**src/rtl/ysyx_041461_pipe_ctrl.sv**
```systemverilog
// ---------------------------------------------------------------------------
// ysyx_041461_pipe_ctrl
// Central pipeline hazard / flush controller. Drives the capture enables and
// bubble (flush) controls of the IF->ID, ID->EXE, EXE->MEM and MEM->WB stage
// registers, plus the PC enable and the PC redirect port.
//
// Stall sources (highest priority first): lsu_busy, exe_busy, load-use,
// ifu_busy. Redirect sources: WB trap/mret (trap_req) beats EXE branch/jump
// (redirect_req). A redirect or trap accepted while a fetch is outstanding
// is parked in REDIR_WAIT until the fetch returns. The returning fetch is
// wrong-path, so it is bubbled.
//
// Ports:
//   clk, rst                    clock, asynchronous active-high reset
//   ifu_busy/lsu_busy/exe_busy  stall requests from IF / MEM / EXE
//   id_* , exe_*                operand / destination info for load-use
//   redirect_req/redirect_pc    EXE redirect (level, held until acked)
//   trap_req/trap_pc            WB trap/mret redirect (level, held until acked)
//   pc_enable, *reg_enable      PC and stage register capture enables
//   *reg_flush                  insert a bubble into that stage register
//   pc_redirect_valid/target    load target into the PC this cycle
//   redirect_ack, trap_ack      request accepted this cycle
//   cnt_*                       performance counters
//
// Optional feature: define YSYX_041461_PIPE_PERF_EN to build the performance
// counters. Without it, the counter outputs are constant zero and no counter
// flops exist.
// ---------------------------------------------------------------------------
module ysyx_041461_pipe_ctrl #(
  parameter int XLEN  = 64,
  parameter int CNT_W = 32
) (
  input  logic             clk,
  input  logic             rst,
  input  logic             ifu_busy,
  input  logic             lsu_busy,
  input  logic             exe_busy,
  input  logic             id_valid,
  input  logic             id_rs1_used,
  input  logic             id_rs2_used,
  input  logic [4:0]       id_rs1,
  input  logic [4:0]       id_rs2,
  input  logic             exe_valid,
  input  logic             exe_is_load,
  input  logic [4:0]       exe_rd,
  input  logic             redirect_req,
  input  logic [XLEN-1:0]  redirect_pc,
  input  logic             trap_req,
  input  logic [XLEN-1:0]  trap_pc,
  output logic             pc_enable,
  output logic             IDreg_enable,
  output logic             EXEreg_enable,
  output logic             MEMreg_enable,
  output logic             WBreg_enable,
  output logic             IDreg_flush,
  output logic             EXEreg_flush,
  output logic             MEMreg_flush,
  output logic             WBreg_flush,
  output logic             pc_redirect_valid,
  output logic [XLEN-1:0]  pc_redirect_target,
  output logic             redirect_ack,
  output logic             trap_ack,
  output logic [CNT_W-1:0] cnt_stall_mem,
  output logic [CNT_W-1:0] cnt_stall_exe,
  output logic [CNT_W-1:0] cnt_load_use,
  output logic [CNT_W-1:0] cnt_flush
);

  typedef enum logic [0:0] {
    ST_RUN        = 1'b0,
    ST_REDIR_WAIT = 1'b1
  } state_t;

  state_t            state_r;
  state_t            state_nxt_s;
  logic [XLEN-1:0]   tgt_r;
  logic [XLEN-1:0]   tgt_nxt_s;

  logic              load_use_s;
  logic              trap_acc_s;
  logic              redir_acc_s;
  logic [XLEN-1:0]   acc_tgt_s;

  logic              pc_en_s;
  logic              id_en_s, exe_en_s, mem_en_s, wb_en_s;
  logic              id_fl_s, exe_fl_s, mem_fl_s, wb_fl_s;
  logic              rv_s;
  logic [XLEN-1:0]   tgt_s;

  // Load in EXE whose destination is read by the instruction in ID. x0 never
  // creates a dependency.
  assign load_use_s = exe_valid & exe_is_load & (exe_rd != 5'd0) & id_valid &
                      ((id_rs1_used & (id_rs1 == exe_rd)) |
                       (id_rs2_used & (id_rs2 == exe_rd)));

  // A trap needs MEM to be quiet. A branch redirect additionally needs EXE to
  // be done and loses to a trap. It is never taken while a redirect is parked.
  assign trap_acc_s  = trap_req & ~lsu_busy & ~rst;
  assign redir_acc_s = redirect_req & ~trap_acc_s & ~lsu_busy & ~exe_busy &
                       (state_r == ST_RUN) & ~rst;
  assign acc_tgt_s   = trap_acc_s ? trap_pc : redirect_pc;

  // Stall arbitration, redirect handling and next-state selection.
  always_comb begin
    pc_en_s     = 1'b1;
    id_en_s     = 1'b1;
    exe_en_s    = 1'b1;
    mem_en_s    = 1'b1;
    wb_en_s     = 1'b1;
    id_fl_s     = 1'b0;
    exe_fl_s    = 1'b0;
    mem_fl_s    = 1'b0;
    wb_fl_s     = 1'b0;
    rv_s        = 1'b0;
    tgt_s       = {XLEN{1'b0}};
    state_nxt_s = state_r;
    tgt_nxt_s   = tgt_r;

    // Freeze everything upstream of the stalling stage and bubble the stage
    // just downstream of it.
    if (lsu_busy) begin
      pc_en_s  = 1'b0;
      id_en_s  = 1'b0;
      exe_en_s = 1'b0;
      mem_en_s = 1'b0;
      wb_fl_s  = 1'b1;
    end else if (exe_busy) begin
      pc_en_s  = 1'b0;
      id_en_s  = 1'b0;
      exe_en_s = 1'b0;
      mem_fl_s = 1'b1;
    end else if (load_use_s) begin
      pc_en_s  = 1'b0;
      id_en_s  = 1'b0;
      exe_fl_s = 1'b1;
    end else if (ifu_busy) begin
      pc_en_s  = 1'b0;
      id_fl_s  = 1'b1;
    end else begin
      pc_en_s  = 1'b1;
    end

    case (state_r)
      ST_RUN: begin
        if (trap_acc_s | redir_acc_s) begin
          tgt_s = acc_tgt_s;
          if (ifu_busy) begin
            // Cannot steer the PC under an outstanding fetch; park the target.
            pc_en_s     = 1'b0;
            tgt_nxt_s   = acc_tgt_s;
            state_nxt_s = ST_REDIR_WAIT;
          end else begin
            pc_en_s     = 1'b1;
            rv_s        = 1'b1;
          end
        end else begin
          tgt_s = {XLEN{1'b0}};
        end
      end
      ST_REDIR_WAIT: begin
        // The fetch in flight is wrong-path: hold the PC, bubble ID.
        pc_en_s = 1'b0;
        id_fl_s = 1'b1;
        if (trap_acc_s) begin
          tgt_nxt_s = trap_pc;
        end else begin
          tgt_nxt_s = tgt_r;
        end
        if (ifu_busy) begin
          tgt_s = tgt_r;
        end else begin
          rv_s        = 1'b1;
          state_nxt_s = ST_RUN;
          tgt_s       = trap_acc_s ? trap_pc : tgt_r;
        end
      end
      default: begin
        state_nxt_s = ST_RUN;
      end
    endcase

    if (trap_acc_s) begin
      id_fl_s  = 1'b1;
      exe_fl_s = 1'b1;
      mem_fl_s = 1'b1;
      wb_fl_s  = 1'b1;
    end else begin
      wb_fl_s  = wb_fl_s;
    end

    if (redir_acc_s) begin
      id_fl_s  = 1'b1;
      exe_fl_s = 1'b1;
    end else begin
      exe_fl_s = exe_fl_s;
    end

    // A bubble must actually be captured, so a flush always opens its enable.
    id_en_s  = id_en_s  | id_fl_s;
    exe_en_s = exe_en_s | exe_fl_s;
    mem_en_s = mem_en_s | mem_fl_s;
    wb_en_s  = wb_en_s  | wb_fl_s;

    if (rst) begin
      pc_en_s  = 1'b1;
      id_en_s  = 1'b1;
      exe_en_s = 1'b1;
      mem_en_s = 1'b1;
      wb_en_s  = 1'b1;
      id_fl_s  = 1'b0;
      exe_fl_s = 1'b0;
      mem_fl_s = 1'b0;
      wb_fl_s  = 1'b0;
      rv_s     = 1'b0;
      tgt_s    = {XLEN{1'b0}};
    end else begin
      rv_s     = rv_s;
    end
  end

  // FSM state and parked redirect target.
  always_ff @(posedge clk or posedge rst) begin
    if (rst) begin
      state_r <= ST_RUN;
      tgt_r   <= {XLEN{1'b0}};
    end else begin
      state_r <= state_nxt_s;
      tgt_r   <= tgt_nxt_s;
    end
  end

  assign pc_enable          = pc_en_s;
  assign IDreg_enable       = id_en_s;
  assign EXEreg_enable      = exe_en_s;
  assign MEMreg_enable      = mem_en_s;
  assign WBreg_enable       = wb_en_s;
  assign IDreg_flush        = id_fl_s;
  assign EXEreg_flush       = exe_fl_s;
  assign MEMreg_flush       = mem_fl_s;
  assign WBreg_flush        = wb_fl_s;
  assign pc_redirect_valid  = rv_s;
  assign pc_redirect_target = tgt_s;
  assign redirect_ack       = redir_acc_s;
  assign trap_ack           = trap_acc_s;

`ifdef YSYX_041461_PIPE_PERF_EN
  localparam logic [CNT_W-1:0] CNT_ONE = {{(CNT_W-1){1'b0}}, 1'b1};

  logic [CNT_W-1:0] cnt_mem_r, cnt_exe_r, cnt_lu_r, cnt_fl_r;
  logic             exe_win_s, lu_win_s;

  assign exe_win_s = ~lsu_busy & exe_busy;
  assign lu_win_s  = ~lsu_busy & ~exe_busy & load_use_s;

  // Event counters; they wrap naturally at 2^CNT_W.
  always_ff @(posedge clk or posedge rst) begin
    if (rst) begin
      cnt_mem_r <= {CNT_W{1'b0}};
      cnt_exe_r <= {CNT_W{1'b0}};
      cnt_lu_r  <= {CNT_W{1'b0}};
      cnt_fl_r  <= {CNT_W{1'b0}};
    end else begin
      cnt_mem_r <= lsu_busy                    ? cnt_mem_r + CNT_ONE : cnt_mem_r;
      cnt_exe_r <= exe_win_s                   ? cnt_exe_r + CNT_ONE : cnt_exe_r;
      cnt_lu_r  <= lu_win_s                    ? cnt_lu_r  + CNT_ONE : cnt_lu_r;
      cnt_fl_r  <= (trap_acc_s | redir_acc_s)  ? cnt_fl_r  + CNT_ONE : cnt_fl_r;
    end
  end

  assign cnt_stall_mem = cnt_mem_r;
  assign cnt_stall_exe = cnt_exe_r;
  assign cnt_load_use  = cnt_lu_r;
  assign cnt_flush     = cnt_fl_r;
`else
  assign cnt_stall_mem = {CNT_W{1'b0}};
  assign cnt_stall_exe = {CNT_W{1'b0}};
  assign cnt_load_use  = {CNT_W{1'b0}};
  assign cnt_flush     = {CNT_W{1'b0}};
`endif

endmodule

```
**config.mk**
```make
export PLATFORM = sky130hd
export DESIGN_NAME = ysyx_041461_pipe_ctrl
export DESIGN_NICKNAME = d
export VERILOG_FILES = /design/src/rtl/ysyx_041461_pipe_ctrl.sv
export SDC_FILE = /design/constraint.sdc
export NUM_CORES = 1
export LEC_CHECK = 0
export BUFFER_PORTS_ARGS = -buffer_cell sky130_fd_sc_hd__buf_2
export CELL_PAD_IN_SITES_DETAIL_PLACEMENT = 1
export CELL_PAD_IN_SITES_GLOBAL_PLACEMENT = 1
export CORE_ASPECT_RATIO = 0.7
export CORE_MARGIN = 4
export CORE_UTILIZATION = 37
export CTS_CLUSTER_SIZE = 16
export DETAILED_ROUTE_END_ITERATION = 10
export HOLD_SLACK_MARGIN = 0.08
export PLACE_DENSITY = 0.91
export SLEW_MARGIN = 15
export SYNTH_ARGS = -nofsm -noshare
export SYNTH_HDL_FRONTEND = slang
export SYNTH_SLANG_ARGS = --single-unit
```
**constraint.sdc**
```tcl
create_clock -name clk -period 5.15 [get_ports clk]
set_input_delay 0 -clock clk [delete_from_list [all_inputs] [get_ports clk]]
set_output_delay 0 -clock clk [all_outputs]
set_load 0.02 [all_outputs]
```
; Yosys cells after proc, flatten, opt, wreduce, memory -nomap -nowiden
; Index checks and enable logic that the tools add are counted.
[word_totals]
out_inout_bits = 204
ff_bits = 65
inputBits = 155
elab_cells = 82
[classes]
n_reduce_logical = 2
muxes = 51
n_eq_ne = 4
bitwise_logic = 23
[ops]
columns = operator, n
row1 = $mux W64, 7
row2 = $pmux W64 S2, 2
row3 = $mux W1, 39
row4 = $and A1 B1 Y1, 13
row5 = $eq A5 B5 Y1, 2
row6 = $pmux W1 S2, 3
row7 = $not A1 Y1, 5
row8 = $or A1 B1 Y1, 5
row9 = $reduce_bool A5 Y1, 1
row10 = $ne A2 B1 Y1 const B, 1
row11 = $ne A2 B2 Y1 const B, 1
row12 = $reduce_and A2 Y1, 1

; Logic depth before layout (Yosys ltp)
; Gate-level depths: netlist (run 1).
[depth]
word_depth = 13
ltp_mapped = 8
mapped_depth_nobuf = 4

; Least setup slack after synthesis (run 1)
; OpenSTA, ideal clock, no wires.
[synth_timing]
kind = input -> output
start = in rst
end = out IDreg_flush
t_arrival_ps = 2049
required_ps = 5150
path_buffers = 0
path_stages = 3
path_slack_ps = 3101
path_cell_list = inv_1 -> nand3_1 -> o221ai_1
[synth_via]
elab_chain_len = 10
word_cells_on_any_way = 11
cone_classes = 3 x mux / 8 x bitwise
[synth_rtl]
columns = item, line_no
row1 = "start, declared", 34  ; input logic rst,
row2 = $not A1 Y1, "98, 100"
row3 = $and A1 B1 Y1, 98  ; assign trap_acc_s = trap_req & ~lsu_busy & ~rst;
row4 = $not A1 Y1, 99  ; assign redir_acc_s = redirect_req & ~trap_acc_s & ~lsu_busy & ~exe_busy &
row5 = $and A1 B1 Y1 (4 in series), 99
row6 = $and A1 B1 Y1, 100  ; (state_r == ST_RUN) & ~rst;
row7 = $mux W1, 191  ; if (redir_acc_s) begin
row8 = $mux W1 (*), 204  ; if (rst) begin
row9 = "end, declared", 55  ; output logic IDreg_flush,
; Mark *: on every way between the ends. The rest lies on a longest branch, timed or not.

; Worst setup path in the final report (run 1)
[layout_timing]
start = reg state_r
end = reg tgt_r[55]
[layout_via]
elab_chain_len = 6
word_cells_on_any_way = 8
cone_classes = 2 x eq/ne / 1 x mux / 4 x bitwise / 1 x reduce/logical
[layout_rtl]
columns = item, line_no
row1 = "start, declared", 74  ; state_t state_r;
row2 = "start signal, assigned", 227  ; state_r <= state_nxt_s;
row3 = $not A1 Y1, --
row4 = $and A1 B1 Y1, 99
row5 = $and A1 B1 Y1, 100
row6 = $or A1 B1 Y1, 145  ; if (trap_acc_s | redir_acc_s) begin
row7 = $ne A2 B1 Y1 (no source line), --
row8 = $reduce_and A2 Y1 (no source line), --
row9 = "end signal, assigned", 225  ; tgt_r <= {XLEN{1'b0}};
row10 = "end signal, assigned", 228  ; tgt_r <= tgt_nxt_s;
row11 = "end, declared", 76  ; logic [XLEN-1:0] tgt_r;
; Parallel ways exist; a longest one is shown, timed or not.
; A chain may end at the register's enable or synchronous reset.

==> flow_summary.ini, run 1 <==
[grt]
grt_pass1_vias = 7411
grt_max_degree = 79
grt_pass1_wl_um = 42100
grt_usage = 0.243
grt_overflow_total = 0
antenna_found_initial = 0

[clocking]
clock_path_buffers = 2
ctsHtreeMaxLevel = 3
insertion_delay_ns = 0.32
cts_setup_buffers = 0
cts_hold_buf = 127
cts_made_buffers = 9
cts.sinks = 65
cts_resized = 0
clk_pin_slew_ns = 0.06
clockRootBuffer = clkbuf_16
tritoncts = yes

[synthesis]
ys_seq_area_frac = 0.229
synth-main-ff-cell = dfrtp_1
yosysWarnings = 0
ys_ff_latch = 65
synth_area_leaders = dfrtp_1 23%, buf_4 14%, mux2_2 11%, mux2i_1 9.0%, a2bb2oi_1 7.9%
syn_inst = 737
syn_area_per_cell_um2 = 9.64
synth_area_um2 = 7110
synth_edf_count = 0
synth_top_area_frac = 0.229
synth.largest_area_cell = dfrtp_1
ys_types = 44
async_flop_share = 1.00

[critical_path]
r2r_slack_ns = 2.29
arrival_ns = 3.11
cp_top_family = compound AO/OA/AOI/OAI gates
startpoint_type = flip-flop
max_stage_delay_ns = 0.84
critPathSlowestCell = a21oi_4
required_ns = 5.41
r2r-start = state_r
path_cells = nor3b_1 > o21a_1 > a21oi_4 > a221o_1 > dlygate4sd3_1
cp_max_fo = 32
cp_num_buf_inv = 1
path_class = reg -> reg
endpoint_kind = flip-flop
r2r_end = tgt_r[55]
ff2ff_path_depth = 5

[place]
place_inst = 1151
io_buffers = 229
hpwl_um = 16900
gp_congestion = 0.776

[finish]
instances_no_fill = 1293
utilization = 0.497
layout-drive-gt1-share = 0.341
areaGrowthSynthToFinish_pct = 31.9
nets = 1202

[route]
vias = 6899
first_iter_violations = 383
drt_first_pass_iters = 4
drtAntennaViolNets = 0
wl_um = 27600
topRoutingLayerUsed = met4
wl_met3_um = 1430
wl_per_cell_um = 21.3
via_per_inst = 5.34
wl_met1_um = 11800
drc = 0
dr_wl_met2_um = 13800

[floorplanning]
initial_core_util = 0.377
coreArea_um2 = 18900
die_x_um = 174
ios = 359
die_area_um2 = 21500
rows = 42
die_height_um = 124

[timing]
max_slew_margin = 0.290
hold_viol = 0
tightest_slew_ns = 1.06
period_share = 0.555
fmax_mhz = 350
period_minus_slack_ns = 2.86
rsz0062_at_grt = false
setup_tns_ns = 0
setup_viol = 0
hold_ws_ns = 0.104
fin_skew_ns = 0.00551
slew_violations = 0

[power_and_ir_drop]
power_density_nw_per_um2 = 257
power.net_switching_mw = 0.805
internal_power_mw = 1.60
fin_total_pwr_mw = 2.41
irDropWorstVdd_uv = 109
power_frac_clock = 0.252
combPwrFrac = 0.433
sequentialPowerShare = 0.315
swShare = 0.334
p_leak_nw = 4.28

[hold_path]
min_to = tgt_r[30]
min_path_cells = 3
hp-start = trap_pc[30]
hp-class = in -> reg

[outcome]
outcome = finished, final reports clean

[run]
maxCapViolations = 0
tightest hold or removal path, cell delays in order:
cell and delay (ns):
buf_2 0.11, o22a_1 0.16, o21a_1 0.13
worst max path at each step:
stage               startpoint           to  slack [ns]  depth (start not counted)
floorplan                  rst  IDreg_flush        3.10                          3
global placement           rst    tgt_r[18]        2.67                          6
detailed placement         rst    tgt_r[18]        2.63                          6
CTS                    state_r     tgt_r[1]        2.30                          5
global route           state_r     tgt_r[5]        2.13                          5
finish                 state_r    tgt_r[55]        2.29                          5
layout by cell type (no fill, tap or decap), types with 9 or more instances in the layout:
cell type	instances
a2bb2oi_1	64
clkbuf_16	9
dlygate4sd3_1	127
a221o_1	32
xnor2_1	10
o21a_1	35
buf_2	228
buf_4	13
mux2_4	25
a22o_1	32
mux2i_1	64
conb_1	129
o22a_1	32
nor2_1	69
dfrtp_1	64
mux2_2	71
sequential cells by signal (all words and copies together) (netlist names):
name     count
tgt_r       64
state_r      1
power groups by stage:
stage / clock [mW] / sequential (mW) / combinational [mW]
after floorplan: 0 / 0.718 / 0.740
after global placement: 0 / 0.746 / 0.829
after detailed placement: 0 / 0.755 / 0.863
final: 0.606 / 0.759 / 1.04
after global routing: 0.651 / 0.775 / 1.12
after CTS: 0.626 / 0.750 / 1.01
per-layer routing:
layer,vias up,track usage
met5,-,0
met4,0,0.0722
met3,45,0.0495
met2,262,0.428
met1,3471,0.306
li1,3121,-
per-stage QoR:
step / instance area, um2 / setup slack, ns
CTS: 9370 / 2.30
global route: 9370 / 2.13
floorplan: 7580 / 3.10
global placement: 7820 / 2.67
detailed placement: 7820 / 2.63
finish: 9380 / 2.29
layout make-up:
type / instances / area (um2)
flip-flops and latches: 65 / 1630
repair buffers: 368 / 2510
fillers: 2170 / 9490
well taps: 242 / 303
clock buffers: 11 / 243
multi-input cells: 602 / 4640
inverters: 1 / 5.00
diodes: 1 / 2.50
clock inverters: 3 / 42.5
cells by family after synthesis:
family / Yosys count / share of synthesized area
other: 2 / 0.00106
multiplexers: 160 / 0.255
buffers and inverters: 197 / 0.190
AND/OR/NAND/NOR: 96 / 0.0607
AO/OA/AOI/OAI: 207 / 0.251
XOR/XNOR: 10 / 0.0123
flip-flops: 65 / 0.229
synth_stat cells, types with 2 or more instances:
cell         n
a21oi_1      3
a221o_1     32
a22o_1      32
a2bb2oi_1   64
buf_2       14
buf_4      135
buf_6       12
clkbuf_1    34
conb_1       2
dfrtp_1     65
mux2_2      71
mux2_4      25
mux2i_1     64
nand2_1      3
nand3_1      2
nand4_1      2
nor2_1      69
nor2b_1      4
nor3_1       2
nor3b_1      2
nor4_1       3
o21a_1      35
o22a_1      32
xnor2_1     10
Power figures use the tool's default switching activity.
==> run 2, diff against run 1 <==
--- a/config.mk
+++ b/config.mk
@@ -10,11 +10,11 @@
 export CELL_PAD_IN_SITES_GLOBAL_PLACEMENT = 1
 export CORE_ASPECT_RATIO = 0.7
 export CORE_MARGIN = 4
-export CORE_UTILIZATION = 37
+export CORE_UTILIZATION = 34
 export CTS_CLUSTER_SIZE = 16
 export DETAILED_ROUTE_END_ITERATION = 10
 export HOLD_SLACK_MARGIN = 0.08
-export PLACE_DENSITY = 0.91
+export PLACE_DENSITY = 0.84
 export SLEW_MARGIN = 15
 export SYNTH_ARGS = -nofsm -noshare
 export SYNTH_HDL_FRONTEND = slang
==> constraint.sdc (replaced) <==
create_clock -name clk -period 2.7 [get_ports clk]
set_input_delay 0 -clock clk [delete_from_list [all_inputs] [get_ports clk]]
set_output_delay 0 -clock clk [all_outputs]
set_load 0.02 [all_outputs]
==> run 2 against run 1 <==
- clock power is 96% higher
- design area is 1.9% higher
- global-route usage decreased by 1.9 points
- routed wire length decreased by 0.22%
- critical path depth grew 1
- non-clock buffer count up 6
- first-iteration DRC count is 8.6% lower
- core utilization shrank 2.3 points
- highest routed layer unchanged
- register-to-register slack lost 2.1 ns
- count of clock-buffer cells in the layout increased by 1
- largest cell class unchanged
- largest power group unchanged
- die area increased by 8.3%
==> flow_summary.ini, run 2 (synthesized netlist as in run 1, its figures left out) <==
[finish]
antenna_cells = 0
instances_no_fill = 1329
final_cell_area_um2 = 9560
layout_commonest_cell = buf_2
largest_register_ffs = 64
final_cell_mix = 228 x buf_2, 129 x conb_1, 127 x dlygate4sd3_1, 71 x mux2_2, 69 x nor2_1
reg_top3 = tgt_r (64), state_r (1)
largest_register = tgt_r
areaGrowthSynthToFinish_pct = 34.5
nets = 1210
layout-drive-gt1-share = 0.347

[place]
gp_congestion = 0.790
place_area_um2 = 7960
hpwl_um = 17300
io_buffers = 229
place_inst = 1185

[critical_path]
arrival_ns = 2.79
startpoint_type = flip-flop
cp_max_fo = 31
path_class = reg -> reg
endpoint_kind = flip-flop
ff2ff_path_depth = 6
required_ns = 2.96

[grt]
use_met3 = 0.0463
grt_busiest_layer = met2
grt_max_degree = 67
grt_pass1_wl_um = 42200
met1_usage = 0.288
grt_overflow_total = 0
grt_pass1_vias = 7542
grt_usage = 0.225
use_met2 = 0.391
antenna_found_initial = 0

[floorplanning]
die_height_um = 129
ios = 359
die_area_um2 = 23300
coreArea_um2 = 20200
initial_core_util = 0.352
rows = 43
die_x_um = 181

[timing]
hold_viol = 0
fin_skew_ns = 0.00234
period_share = 0.936
fmax_mhz = 396
slew_violations = 0
hold_ws_ns = 0.106
rsz0062_at_grt = false
max_slew_margin = 0.377
setup_viol = 0
setup_tns_ns = 0
tightest_slew_ns = 0.935
period_minus_slack_ns = 2.53

[power_and_ir_drop]
irDropWorstVdd_uv = 256
p_leak_nw = 4.34
fin_total_pwr_mw = 4.62
swShare = 0.330
combPwrFrac = 0.431
sequentialPowerShare = 0.311
power_density_nw_per_um2 = 483
power.net_switching_mw = 1.53
power_frac_clock = 0.258
internal_power_mw = 3.09

[clocking]
clk_pin_slew_ns = 0.05
insertion_delay_ns = 0.33
clockRootBuffer = clkbuf_16
cts_made_buffers = 9
ctsHtreeMaxLevel = 3
tritoncts = yes
cts.sinks = 65
clock_path_buffers = 2
cts_setup_buffers = 0

[hold_path]
min_path_cells = 4
hp-class = in -> reg

[outcome]
outcome = finished, final reports clean

[route]
via_per_inst = 5.20
drc = 0
vias = 6910
wl_um = 27500
drt_first_pass_iters = 4
first_iter_violations = 350
drtAntennaViolNets = 0
wl_per_cell_um = 20.7

[run]
maxCapViolations = 0
[run 2: final timing paths]
kind	start	endpoint	slack, ns
worst max-delay path	state_r	tgt_r[14]	0.17
worst min-delay path	redirect_pc[50]	tgt_r[50]	0.11
worst max register to register	state_r	tgt_r[14]	0.17
worst min register to register	tgt_r[41]	tgt_r[41]	0.49
max in group asynchronous	rst	state_r	1.84
min in group asynchronous	rst	tgt_r[2]	0.29
[run 2: final cells by class]
| class | instances | area (um2) |
|---|---|---|
| Fill cell | 2367 | 10600 |
| Sequential cell | 65 | 1630 |
| Tap cell | 270 | 338 |
| Clock buffer | 12 | 256 |
| Multi-Input combinational cell | 604 | 4670 |
| Clock inverter | 3 | 40.0 |
| Timing Repair Buffer | 374 | 2620 |
| Inverter | 1 | 5.00 |
[run 2: power groups by stage]
stage,clock (mW),sequential (mW),combinational (mW)
after floorplan,0,1.37,1.41
after detailed placement,0,1.43,1.66
final,1.19,1.44,1.99
after global routing,1.28,1.47,2.15
after global placement,0,1.42,1.60
after CTS,1.24,1.43,1.94
[run 2: layer usage]
layer  vias up  share of wire
met5         -              0
met4         0          0.014
met3        31          0.054
met2       237           0.50
met1      3503           0.43
li1       3139              -
[run 2: metrics by stage]
step | util | worst slack, ns
final | 0.474 | 0.172
after global routing | 0.474 | 0.0288
after CTS | 0.472 | 0.0929
after detailed placement | 0.394 | 0.610
after global placement | 0.394 | 0.658
after floorplan | - | 0.651
[run 2: critical path, stage by stage (launching register included)]
cell           delay (ns)
dfrtp_4              0.56
nor3_4               0.38
and3_1               0.21
buf_4                0.38
a22o_1               0.24
a221o_1              0.12
dlygate4sd3_1        0.55
[run 2: timing repair]
action,4_1_cts,5_1_grt
hold buffers,127,0
gates resized for setup,0,2
hold endpoints to repair,64,0
setup endpoints to repair,0,32
==> run 3, diff against run 2 <==
--- a/config.mk
+++ b/config.mk
@@ -6,15 +6,16 @@
 export NUM_CORES = 1
 export LEC_CHECK = 0
 export BUFFER_PORTS_ARGS = -buffer_cell sky130_fd_sc_hd__buf_2
+export CAP_MARGIN = 20
 export CELL_PAD_IN_SITES_DETAIL_PLACEMENT = 1
 export CELL_PAD_IN_SITES_GLOBAL_PLACEMENT = 1
 export CORE_ASPECT_RATIO = 0.7
 export CORE_MARGIN = 4
-export CORE_UTILIZATION = 34
+export CORE_UTILIZATION = 31
 export CTS_CLUSTER_SIZE = 16
 export DETAILED_ROUTE_END_ITERATION = 10
 export HOLD_SLACK_MARGIN = 0.08
-export PLACE_DENSITY = 0.84
+export PLACE_DENSITY = 0.81
 export SLEW_MARGIN = 15
 export SYNTH_ARGS = -nofsm -noshare
 export SYNTH_HDL_FRONTEND = slang
==> constraint.sdc (replaced) <==
create_clock -name clk -period 2.27 [get_ports clk]
set_input_delay 0 -clock clk [delete_from_list [all_inputs] [get_ports clk]]
set_output_delay 0 -clock clk [all_outputs]
set_load 0.02 [all_outputs]
==> run 3 against run 2 <==
- sequential power grew 18%
- first-iteration DRC count shrank 15%
- design area rose by 1.4%
- highest routed layer unchanged
- non-clock buffer count grew 1
- worst setup slack got worse by 0.022 ns
- core utilization shrank 4.5 points
==> flow_summary.ini, run 3 (synthesized netlist as in run 1, its figures left out) <==
[critical_path]
cp_num_buf_inv = 2
path_class = reg -> out
required_ns = 2.27
cp_top_family = flip-flops
arrival_ns = 2.12
max_stage_delay_ns = 0.53
path_cells = nor3_4 > o21ai_4 > buf_4 > a2bb2oi_1 > nor2_1 > buf_2
startpoint_type = flip-flop
r2r_slack_ns = 0.18
endpoint_kind = primary output
cp_max_fo = 19
critPathSlowestCell = dfrtp_4

[grt]
antenna_found_initial = 1
grt_usage = 0.211
grt_max_degree = 104
grt_overflow_total = 0
grt_pass1_vias = 7586
grt_pass1_wl_um = 43400

[finish]
layout_commonest_cell = buf_2
areaGrowthSynthToFinish_pct = 36.3
nets = 1209
final_cell_mix = 228 x buf_2, 129 x conb_1, 128 x dlygate4sd3_1, 71 x mux2_2, 69 x nor2_1
final_cell_area_um2 = 9690
layout-drive-gt1-share = 0.345
reg_top3 = tgt_r (64), state_r (1)
fillCellCount = 2660
largest_register = tgt_r
largest_register_ffs = 64

[timing]
fin_skew_ns = 0.00635
fmax_mhz = 472
period_share = 0.934
rsz0062_at_grt = false
setup_tns_ns = 0
period_minus_slack_ns = 2.12
setup_viol = 0
max_slew_margin = 0.265
hold_viol = 0
slew_violations = 0
tightest_slew_ns = 1.10

[outcome]
outcome = finished, final reports clean

[place]
hpwl_um = 16900
io_buffers = 229
place_area_um2 = 8070
gp_congestion = 0.766

[power_and_ir_drop]
power.net_switching_mw = 1.80
combPwrFrac = 0.405
swShare = 0.331
internal_power_mw = 3.64
irDropWorstVdd_uv = 305
p_leak_nw = 4.40
power_frac_clock = 0.282
power_density_nw_per_um2 = 561
sequentialPowerShare = 0.312

[route]
drt_first_pass_iters = 4
via_per_inst = 4.99
drtAntennaViolNets = 0
first_iter_violations = 297
wl_per_cell_um = 20.3
wl_um = 27900
drc = 0
vias = 6856

[floorplanning]
ios = 359
die_area_um2 = 25500
rows = 46
die_x_um = 189
coreArea_um2 = 22600
die_height_um = 135
initial_core_util = 0.314

[clocking]
tritoncts = yes
insertion_delay_ns = 0.33
clockRootBuffer = clkbuf_16
cts_made_buffers = 9
clk_pin_slew_ns = 0.06
cts.sinks = 65
cts_setup_buffers = 0
ctsHtreeMaxLevel = 3
clock_path_buffers = 2

[hold_path]
hp-class = in -> reg

[run]
maxCapViolations = 0
run 3: layout make-up:
cell class / instances / area (um2) / area share
clock inverter: 4 / 76.3 / 0.00788
tap: 312 / 390 / 0.0403
timing repair buffer: 375 / 2690 / 0.278
inverter: 1 / 5.00 / 0.000517
clock buffer: 12 / 246 / 0.0254
multi-input combinational: 602 / 4650 / 0.479
sequential: 65 / 1630 / 0.168
antenna: 2 / 5.00 / 0.000517
run 3: path summary, 6_finish.rpt:
path / depth (start not counted) / startpoint / end
max: 6 / state_r / pc_redirect_target[24]
min: 2 / ifu_busy / state_r
max reg2reg: 4 / state_r / tgt_r[16]
min reg2reg: 1 / tgt_r[32] / tgt_r[32]
max in group asynchronous: 4 / rst / state_r
min in group asynchronous: 4 / rst / tgt_r[2]
run 3: worst reg2reg max path, stage by stage (launching register included):
cell     delay (ns)
dfrtp_4        0.48
nor3b_1        0.08
o21a_1         0.26
a21oi_4        0.88
a221o_1        0.32
run 3: stage by stage:
stage / util / power [mW] / instances / hold WS (ns) / setup WS [ns]
after floorplan: - / 3.31 / 864 / 0.145 / 0.221
after global placement: 0.357 / 3.61 / 1227 / 0.272 / 0.272
after detailed placement: 0.357 / 3.69 / 1227 / 0.282 / 0.224
after CTS: 0.428 / 5.46 / 1371 / 0.0809 / 0.102
after global routing: 0.428 / 5.77 / 1372 / 0.0964 / 0.0148
final: 0.428 / 5.44 / 1373 / 0.0814 / 0.150
run 3: timing repair:
item                                    in CTS  in global routing
pin swaps                                    0                  1
cloned                                       0                  0
endpoints found under the setup margin       8                 26
hold buffers                               128                  0
hold endpoints to repair                    64                  0
gates resized for setup                      1                  0
run 3: power by group through the flow:
| stage | clock network (mW) | logic (mW) | registers (mW) |
|---|---|---|---|
| finish | 1.54 | 2.21 | 1.70 |
| global route | 1.66 | 2.38 | 1.74 |
| CTS | 1.61 | 2.17 | 1.69 |
| detailed placement | 0 | 1.99 | 1.70 |
| global placement | 0 | 1.93 | 1.68 |
| floorplan | 0 | 1.68 | 1.63 |
run 3: metal layers:
metal	track usage	vias up	routed length [um]
met3	0.0406	32	1400
met1	0.263	3452	11800
met5	0	-	0
met2	0.378	235	14200
li1	-	3137	-
met4	0.0526	0	505
